--- src/rtl/fp_pkg.sv ---
// Shared floating-point result definitions: word width, flag width and flag bit positions.
package fp_pkg;
    localparam int FP_W       = 32;
    localparam int FLAG_W_DEF = 4;

    // Flag vector is {invalid, overflow, underflow, inexact}, MSB first.
    localparam int FLG_INV = 3;
    localparam int FLG_OVF = 2;
    localparam int FLG_UNF = 1;
    localparam int FLG_INX = 0;

    typedef logic [FP_W-1:0] fp_word_t;
endpackage

--- src/rtl/fp_obuf_ram.sv ---
// Result storage array: one synchronous write port, one asynchronous read port.
// Latency: write visible on read port the cycle after the write edge; no backpressure.
module fp_obuf_ram #(
    parameter int DEPTH = 4,
    parameter int WIDTH = 36,
    parameter int AW    = $clog2(DEPTH)
) (
    input  logic             clk,
    input  logic             we,
    input  logic [AW-1:0]    waddr,
    input  logic [WIDTH-1:0] wdata,
    input  logic [AW-1:0]    raddr,
    output logic [WIDTH-1:0] rdata
);
    logic [WIDTH-1:0] mem [DEPTH];

    always_ff @(posedge clk) begin
        if (we) begin
            mem[waddr] <= wdata;
        end
    end

    assign rdata = mem[raddr];
endmodule

--- src/rtl/fp_result_obuf.sv ---
// FIFO buffer for multiplier results with sticky exception flags and overflow error.
// Latency: one cycle from accepted write to out_valid; in_ready = not full, independent of out_ready.
module fp_result_obuf
    import fp_pkg::*;
#(
    parameter int DEPTH  = 4,
    parameter int FLAG_W = FLAG_W_DEF
) (
    input  logic                     clk,
    input  logic                     rst_n,
    input  logic                     in_valid,
    output logic                     in_ready,
    input  logic [FP_W-1:0]          in_result,
    input  logic [FLAG_W-1:0]        in_flags,
    output logic                     out_valid,
    input  logic                     out_ready,
    output logic [FP_W-1:0]          out_result,
    output logic [FLAG_W-1:0]        out_flags,
    output logic [FLAG_W-1:0]        sticky_flags,
    input  logic                     flags_clr,
    output logic [$clog2(DEPTH):0]   count,
    output logic                     drop_err
);
    localparam int AW = $clog2(DEPTH);
    localparam int CW = $clog2(DEPTH) + 1;
    localparam int EW = FP_W + FLAG_W;

    logic [AW-1:0] wr_ptr;
    logic [AW-1:0] rd_ptr;
    logic [CW-1:0] cnt;
    logic          wr_en;
    logic          rd_en;
    logic [EW-1:0] rd_data;

    assign in_ready  = (cnt != CW'(DEPTH));
    assign out_valid = (cnt != '0);
    assign count     = cnt;
    assign wr_en     = in_valid && in_ready;
    assign rd_en     = out_valid && out_ready;

    fp_obuf_ram #(
        .DEPTH (DEPTH),
        .WIDTH (EW),
        .AW    (AW)
    ) u_ram (
        .clk   (clk),
        .we    (wr_en),
        .waddr (wr_ptr),
        .wdata ({in_result, in_flags}),
        .raddr (rd_ptr),
        .rdata (rd_data)
    );

    // Stale storage is masked so an empty buffer always presents zeros.
    assign out_result = out_valid ? rd_data[EW-1:FLAG_W] : '0;
    assign out_flags  = out_valid ? rd_data[FLAG_W-1:0]  : '0;

    always_ff @(posedge clk or negedge rst_n) begin
        if (!rst_n) begin
            wr_ptr <= '0;
            rd_ptr <= '0;
            cnt    <= '0;
        end else begin
            // DEPTH is a power of two, so pointer increments wrap naturally.
            if (wr_en) wr_ptr <= wr_ptr + AW'(1);
            if (rd_en) rd_ptr <= rd_ptr + AW'(1);
            case ({wr_en, rd_en})
                2'b10:   cnt <= cnt + CW'(1);
                2'b01:   cnt <= cnt - CW'(1);
                default: cnt <= cnt;
            endcase
        end
    end

    always_ff @(posedge clk or negedge rst_n) begin
        if (!rst_n) begin
            sticky_flags <= '0;
            drop_err     <= 1'b0;
        end else begin
            if (flags_clr) begin
                sticky_flags <= wr_en ? in_flags : '0;
            end else if (wr_en) begin
                sticky_flags <= sticky_flags | in_flags;
            end
            if (in_valid && !in_ready) begin
                drop_err <= 1'b1;
            end
        end
    end
endmodule
--- config.mk ---
export PLATFORM = sky130hd
export DESIGN_NAME = fp_result_obuf
export DESIGN_NICKNAME = d
export VERILOG_FILES = /design/src/rtl/fp_pkg.sv /design/src/rtl/fp_obuf_ram.sv /design/src/rtl/fp_result_obuf.sv
export SDC_FILE = /design/constraint.sdc
export NUM_CORES = 1
export LEC_CHECK = 0
export CAP_MARGIN = 30
export CORE_MARGIN = 5
export CORE_UTILIZATION = 58
export DETAILED_ROUTE_END_ITERATION = 12
export PLACE_DENSITY_LB_ADDON = 0.05
export SYNTH_ARGS = -nofsm -noshare
export SYNTH_HDL_FRONTEND = slang
export SYNTH_SLANG_ARGS = --single-unit
--- constraint.sdc ---
create_clock -name clk -period 3.92 [get_ports clk]
set_input_delay 0.98 -clock clk [delete_from_list [all_inputs] [get_ports clk]]
set_output_delay 0.98 -clock clk [all_outputs]
set_load 0.01 [all_outputs]
==> results of run 1 <==
==> cells by family after synthesis <==
| family | Yosys count | synth area share, % |
|---|---|---|
| AND/OR/NAND/NOR | 46 | 4.73 |
| XOR/XNOR | 6 | 0.872 |
| AO/OA/AOI/OAI | 5 | 0.706 |
| multiplexers | 38 | 13.8 |
| flip-flops | 156 | 76.7 |
| adder cells (fa/ha/maj) | 6 | 1.37 |
| buffers and inverters | 21 | 1.81 |
==> metal layers <==
metal	vias up	wire length, um	track usage (%)	part of all wire [%]
li1	1306	-	-	-
met5	-	0	0	0
met3	11	539	5.22	5.0
met1	1489	4520	23.6	42
met2	88	5630	31.4	52
met4	0	133	6.97	1.2
==> registers in the layout, indices dropped and copies added (netlist names) <==
register      flops
drop_err          1
count             3
u_ram.mem       144
rd_ptr            2
sticky_flags      4
wr_ptr            2
==> where the power goes <==
part	total [W]	switching (W)	internal (W)
clock	0.00147	0.000628	0.000837
combinational	0.00217	0.000914	0.00125
sequential	0.00238	0.000166	0.00221
total	0.00601	0.00171	0.00430
==> worst max path at each step <==
stage / from / end / slack, ns / cells after the start
2_1_floorplan: in_valid / u_ram.mem[0][0] / 1.29 / 3
5_1_grt: rd_ptr[0] / out_flags[2] / 0.15 / 4
3_5_place_dp: in_valid / u_ram.mem[2][10] / 0.67 / 4
4_1_cts: rd_ptr[0] / out_flags[2] / 0.24 / 4
3_3_place_gp: in_valid / u_ram.mem[2][12] / 0.72 / 4
6_report: rd_ptr[0] / out_flags[2] / 0.30 / 4
==> worst register-to-register path, cell delays in order (launching register included) <==
cell,delay (ns)
dfrtp_1,0.41
nor3b_1,0.18
nor2b_1,0.56
and2_2,0.58
buf_4,0.31
==> cell type report <==
cell class	instances	area [um^2]
Fill cell	615	2600
Tap cell	136	170
Clock buffer	17	414
Timing Repair Buffer	96	961
Clock inverter	15	125
Inverter	8	30.0
Sequential cell	156	4630
Multi-Input combinational cell	101	1300
==> cell usage in the layout, fill, tap and decap left out, drive strengths merged <==
master and n:
nand3 1, mux2 1, inv 10, or3 1, nor2b 1, xnor2 3
dfrtp 12, clkinvlp 5, a21o 1, mux4 36, a22o 4, bufinv 1
mux2i 1, nor2 1, fa 1, and2 41, nor3b 1, edfxtp 144
clkbuf 17, buf 10, xor2 3, clkdlybuf4s50 86, clkinv 7, ha 5
==> metrics by stage <==
| stage | cells | util, % | hold slack, ns |
|---|---|---|---|
| after floorplan | 278 | - | 0.493 |
| after global placement | 497 | 69.3 | 0.442 |
| after detailed placement | 497 | 69.3 | 0.448 |
| after CTS | 529 | 74.6 | 0.462 |
| after global routing | 529 | 74.6 | 0.494 |
| final | 529 | 74.6 | 0.453 |
==> impl_metrics.toml, run 1 <==
[hold_path]
min-delay-start = "drop_err"
hold_class = "reg -> reg"
hold_end = "drop_err"
holdPathStages = 1

[setup_path]
critical_path.top_delay_family = "buffers and inverters"
path_cells = "buf_12, mux4_2, and2_1, clkdlybuf4s50_1"
startpoint_type = "flop"
worstSetupPathType = "reg -> out"
r2r_cells = 4
crit_required_ns = 2.94
arrival_ns = 2.64
path_buf_inv = 2
worstSetupEndpointType = "output port"
slowest_stage = "dfrtp_2"
max_stage_delay_ns = 0.68
crit-reg2reg-launch = "count[2]"
reg2reg_to = "u_ram.mem[2][10]"
r2r_setup_slack_ns = 1.58
critPathMaxFanout = 14

[grt]
overflow = 0
grt_pass1_wl_um = 17500
groute.usage.overall_pct = 18.8
grt_max_degree = 37
grt_pass1_vias = 3213
antenna_found_initial = 0

[floorplanning]
core_area_um2 = 10200
rows = 37
die_area_um2 = 12500
die_h_um = 112
start_util_pct = 58.9
ios = 87
die_w_um = 112

[clocking]
htree_levels = 4
hold_buffers = 0
cts_setup_buffers = 0
cts_sinks = 156
cts_root_buffer = "clkbuf_8"
cts_tree = "built"
clock_latency_ns = 0.52
clk_pin_slew_worst_paths_ns = 0.06
cts_buffer_depth = 2
cts_buffers = 17
cts-resized-gates = 0

[synthesis]
synth_top_cell_area_share_pct = 71.7
synthCells = 278
ys_seq_area_share_pct = 76.7
syn_nets = 325
yosys-top-cells-area = "edfxtp_1, mux4_2, dfrtp_1, and2_1, ha_1"
yosysMostFrequentCell = "edfxtp_1"
async_reset_ff_share_pct = 7.69
synth-main-ff-cell = "edfxtp_1"
yosysWarnings = 0
syn_area_um2 = 6030
syn_avg_cell_area_um2 = 21.7
synth_edf_count = 144
yosys-top-cells-count = "edfxtp_1, and2_1, mux4_2"
ys_types = 21
ys_ff_latch = 156
yosys.area.top_type = "edfxtp_1"

[timing]
rsz0062_at_grt = "false"
setup_viol = 0
finalHoldViolCount = 0
fin_skew_ns = 0.00908
maxSlewHeadroom_pct = 53.3
fin_crit_sh_pct = 92.4
drv_slew = 0
tns_ns = 0
fin_ws_ns = 0.296
worstMarginPinSlew_ns = 0.698
min_period_ns = 3.62
max_freq_mhz = 276

[detailed_routing]
initialDrtViolationCount = 115
antenna_left = 0
drtPass1Iterations = 4
drc = 0
viasPerCell = 5.47
routed_wl_um = 10800
via_count = 2894
routedWlPerCell_um = 20.4

[place]
place_area_um2 = 7090
dp_slack_ns = 0.667
place_hpwl_um = 6680
io_buffers = 86
gp_congestion = 0.743

[pwr]
p_per_area_nw_per_um2 = 788
peakVddDrop_uv = 434
power_leakage_nw = 2.58
total_power_w = 0.00601

[cells_and_area]
drive_gt1_share_pct = 21.1
final_area_um2 = 7630
antenna_cells = 0
nNetsFinal = 427
area_delta_synth_final_pct = 26.5

[job]
maxCapViolCount = 0

[run_status]
status = "finished clean"
(Power assumes the default switching activity.)
==> inputs of run 2 (changes only) <==
ABC_AREA = 1   (was not set)
CORE_UTILIZATION = 60   (was 58)
SYNTH_HIERARCHICAL = 1   (was not set)
==> run 2 against run 1 <==
Die area rose by 12%. Core utilization rose by 0.74 points. Via count rose by 65%. Combinational power rose by 26%. Clock skew fell by 0.0031 ns. Design area rose by 13%. Total power rose by 15%.
==> impl_metrics.toml, run 2 <==
[run_status]
status = "finished clean"

[clocking]
cts-resized-gates = 0
cts_root_buffer = "clkbuf_16"
cts_buffers = 17
hold_buffers = 0
cts_tree = "built"
htree_levels = 4
clk_pin_slew_worst_paths_ns = 0.06
cts_sinks = 156
cts_setup_buffers = 0
clock_latency_ns = 0.42
cts_buffer_depth = 2

[detailed_routing]
wl_met2_um = 7410
top_layer = "met4"
wl_met3_um = 581
initialDrtViolationCount = 393
drtPass1Iterations = 4
routedWlPerCell_um = 14.8
drc = 0
routed_wl_um = 14300
viasPerCell = 4.97
antenna_left = 0
wl_met1_um = 6070
via_count = 4774

[grt]
groute.usage.overall_pct = 21.0
grt_pass1_wl_um = 23300
overflow = 0
antenna_found_initial = 0
grt_pass1_vias = 4791
grt_max_degree = 73

[floorplanning]
core_area_um2 = 11500
die_w_um = 118
rows = 39
ios = 87
die_area_um2 = 14000
die_h_um = 118
start_util_pct = 61.5

[hold_path]
holdPathStages = 1
min-delay-start = "drop_err"
hold_class = "reg -> reg"
hold_end = "drop_err"

[timing]
fin_skew_ns = 0.00601
worstMarginPinSlew_ns = 0.592
fin_ws_ns = 0.574
fin_crit_sh_pct = 85.4
finalHoldViolCount = 0
maxSlewHeadroom_pct = 60.4
max_freq_mhz = 299
setup_viol = 0
min_period_ns = 3.35
drv_slew = 0
rsz0062_at_grt = "false"

[place]
dp_slack_ns = 1.01
dp.cells = 929
gp_congestion = 0.771
io_buffers = 86
place_hpwl_um = 8490

[synthesis]
ys_seq_area_share_pct = 65.6
yosys-top-cells-area = "edfxtp_1, nand2_1, inv_1, nand3_1, dfrtp_1"
syn_area_um2 = 7050
yosysWarnings = 6
yosysMostFrequentCell = "nand2_1"
syn_avg_cell_area_um2 = 9.84
syn_nets = 760
ys_ff_latch = 156
yosys.area.top_type = "edfxtp_1"
yosys-top-cells-count = "nand2_1, edfxtp_1, inv_1"
synth_edf_count = 144
synth_top_cell_area_share_pct = 61.3
ys_types = 25
synth-main-ff-cell = "edfxtp_1"
synthCells = 717
async_reset_ff_share_pct = 7.69

[pwr]
peakVddDrop_uv = 742
p_per_area_nw_per_um2 = 804
power_leakage_nw = 3.95

[setup_path]
reg2reg_to = "count[2]"
r2r_setup_slack_ns = 2.01
crit-reg2reg-launch = "count[1]"
arrival_ns = 2.37
worstSetupPathType = "reg -> out"
startpoint_type = "flop"
crit_required_ns = 2.94
r2r_cells = 10
worstSetupEndpointType = "output port"
critPathMaxFanout = 72

[cells_and_area]
nNetsFinal = 848
drive_gt1_share_pct = 16.3
largest_reg_flops = 144
nFillCells = 771
area_delta_synth_final_pct = 22.4
regMostFlops = "u_ram/mem"
antenna_cells = 0
ff_latch_area_um2 = 4630
mostFrequentLayoutCell = "nand2_1"
final_cell_count_no_fill = 961
multi_input_area_um2 = 1480
final_cell_mix = "nand2_1, edfxtp_1, inv_1"

[job]
maxCapViolCount = 0
-- run 2: worst max path at each step --
stage / start / end
after global placement: rd_ptr[0] / out_result[9]
after CTS: rd_ptr[0] / out_result[9]
after detailed placement: rd_ptr[0] / out_result[9]
final: rd_ptr[0] / out_result[9]
after floorplan: in_valid / u_ram/mem[1][0]
after global routing: rd_ptr[0] / out_result[21]
-- run 2: cell type report --
type / instances / share of cell area (%)
flip-flops and latches: 156 / 53.6
multi-input cells: 337 / 17.1
repair buffers: 95 / 10.8
inverters: 198 / 8.75
clock buffers: 19 / 5.25
clock inverters: 13 / 2.48
well taps: 143 / 2.07
-- run 2: kinds of logic after synthesis --
kind of cell	Yosys count	share of synthesized area, %
fa+ha+maj	2	0.461
flops	156	65.6
buf+inv	224	13.8
compound gates	2	0.177
xor+xnor	1	0.124
simple gates	332	19.9
-- run 2: power by group --
part	total, W	internal [W]	switching (W)
combinational	0.00273	0.00116	0.00157
sequential	0.00239	0.00220	0.000194
clock	0.00181	0.00117	0.000644
total	0.00694	0.00453	0.00241
-- run 2: through the flow --
step	TNS [ns]	util, %	hold slack (ns)	area (um^2)	power, W
floorplan	-48.34	-	0.475	7050	0.00412
global placement	0	69.5	0.463	7970	0.00511
detailed placement	0	69.5	0.466	7970	0.00517
CTS	0	75.3	0.484	8630	0.00699
global route	0	75.3	0.494	8630	0.00736
finish	0	75.3	0.478	8630	0.00694
-- run 2: layer usage --
layer | up-vias | global-route usage (%)
li1 | 2357 | -
met1 | 2283 | 25.8
met2 | 116 | 36.5
met3 | 18 | 5.11
met4 | 0 | 7.58
met5 | - | 0
-- run 2: worst max-delay path, cell delays in order, from the launching register on --
cell and delay, ns:
dfrtp_2 0.60, inv_6 0.28, nand2_1 0.13, nand3_1 0.11
nand2_1 0.11, inv_1 0.05, nor2_2 0.09, clkdlybuf4s50_1 0.54
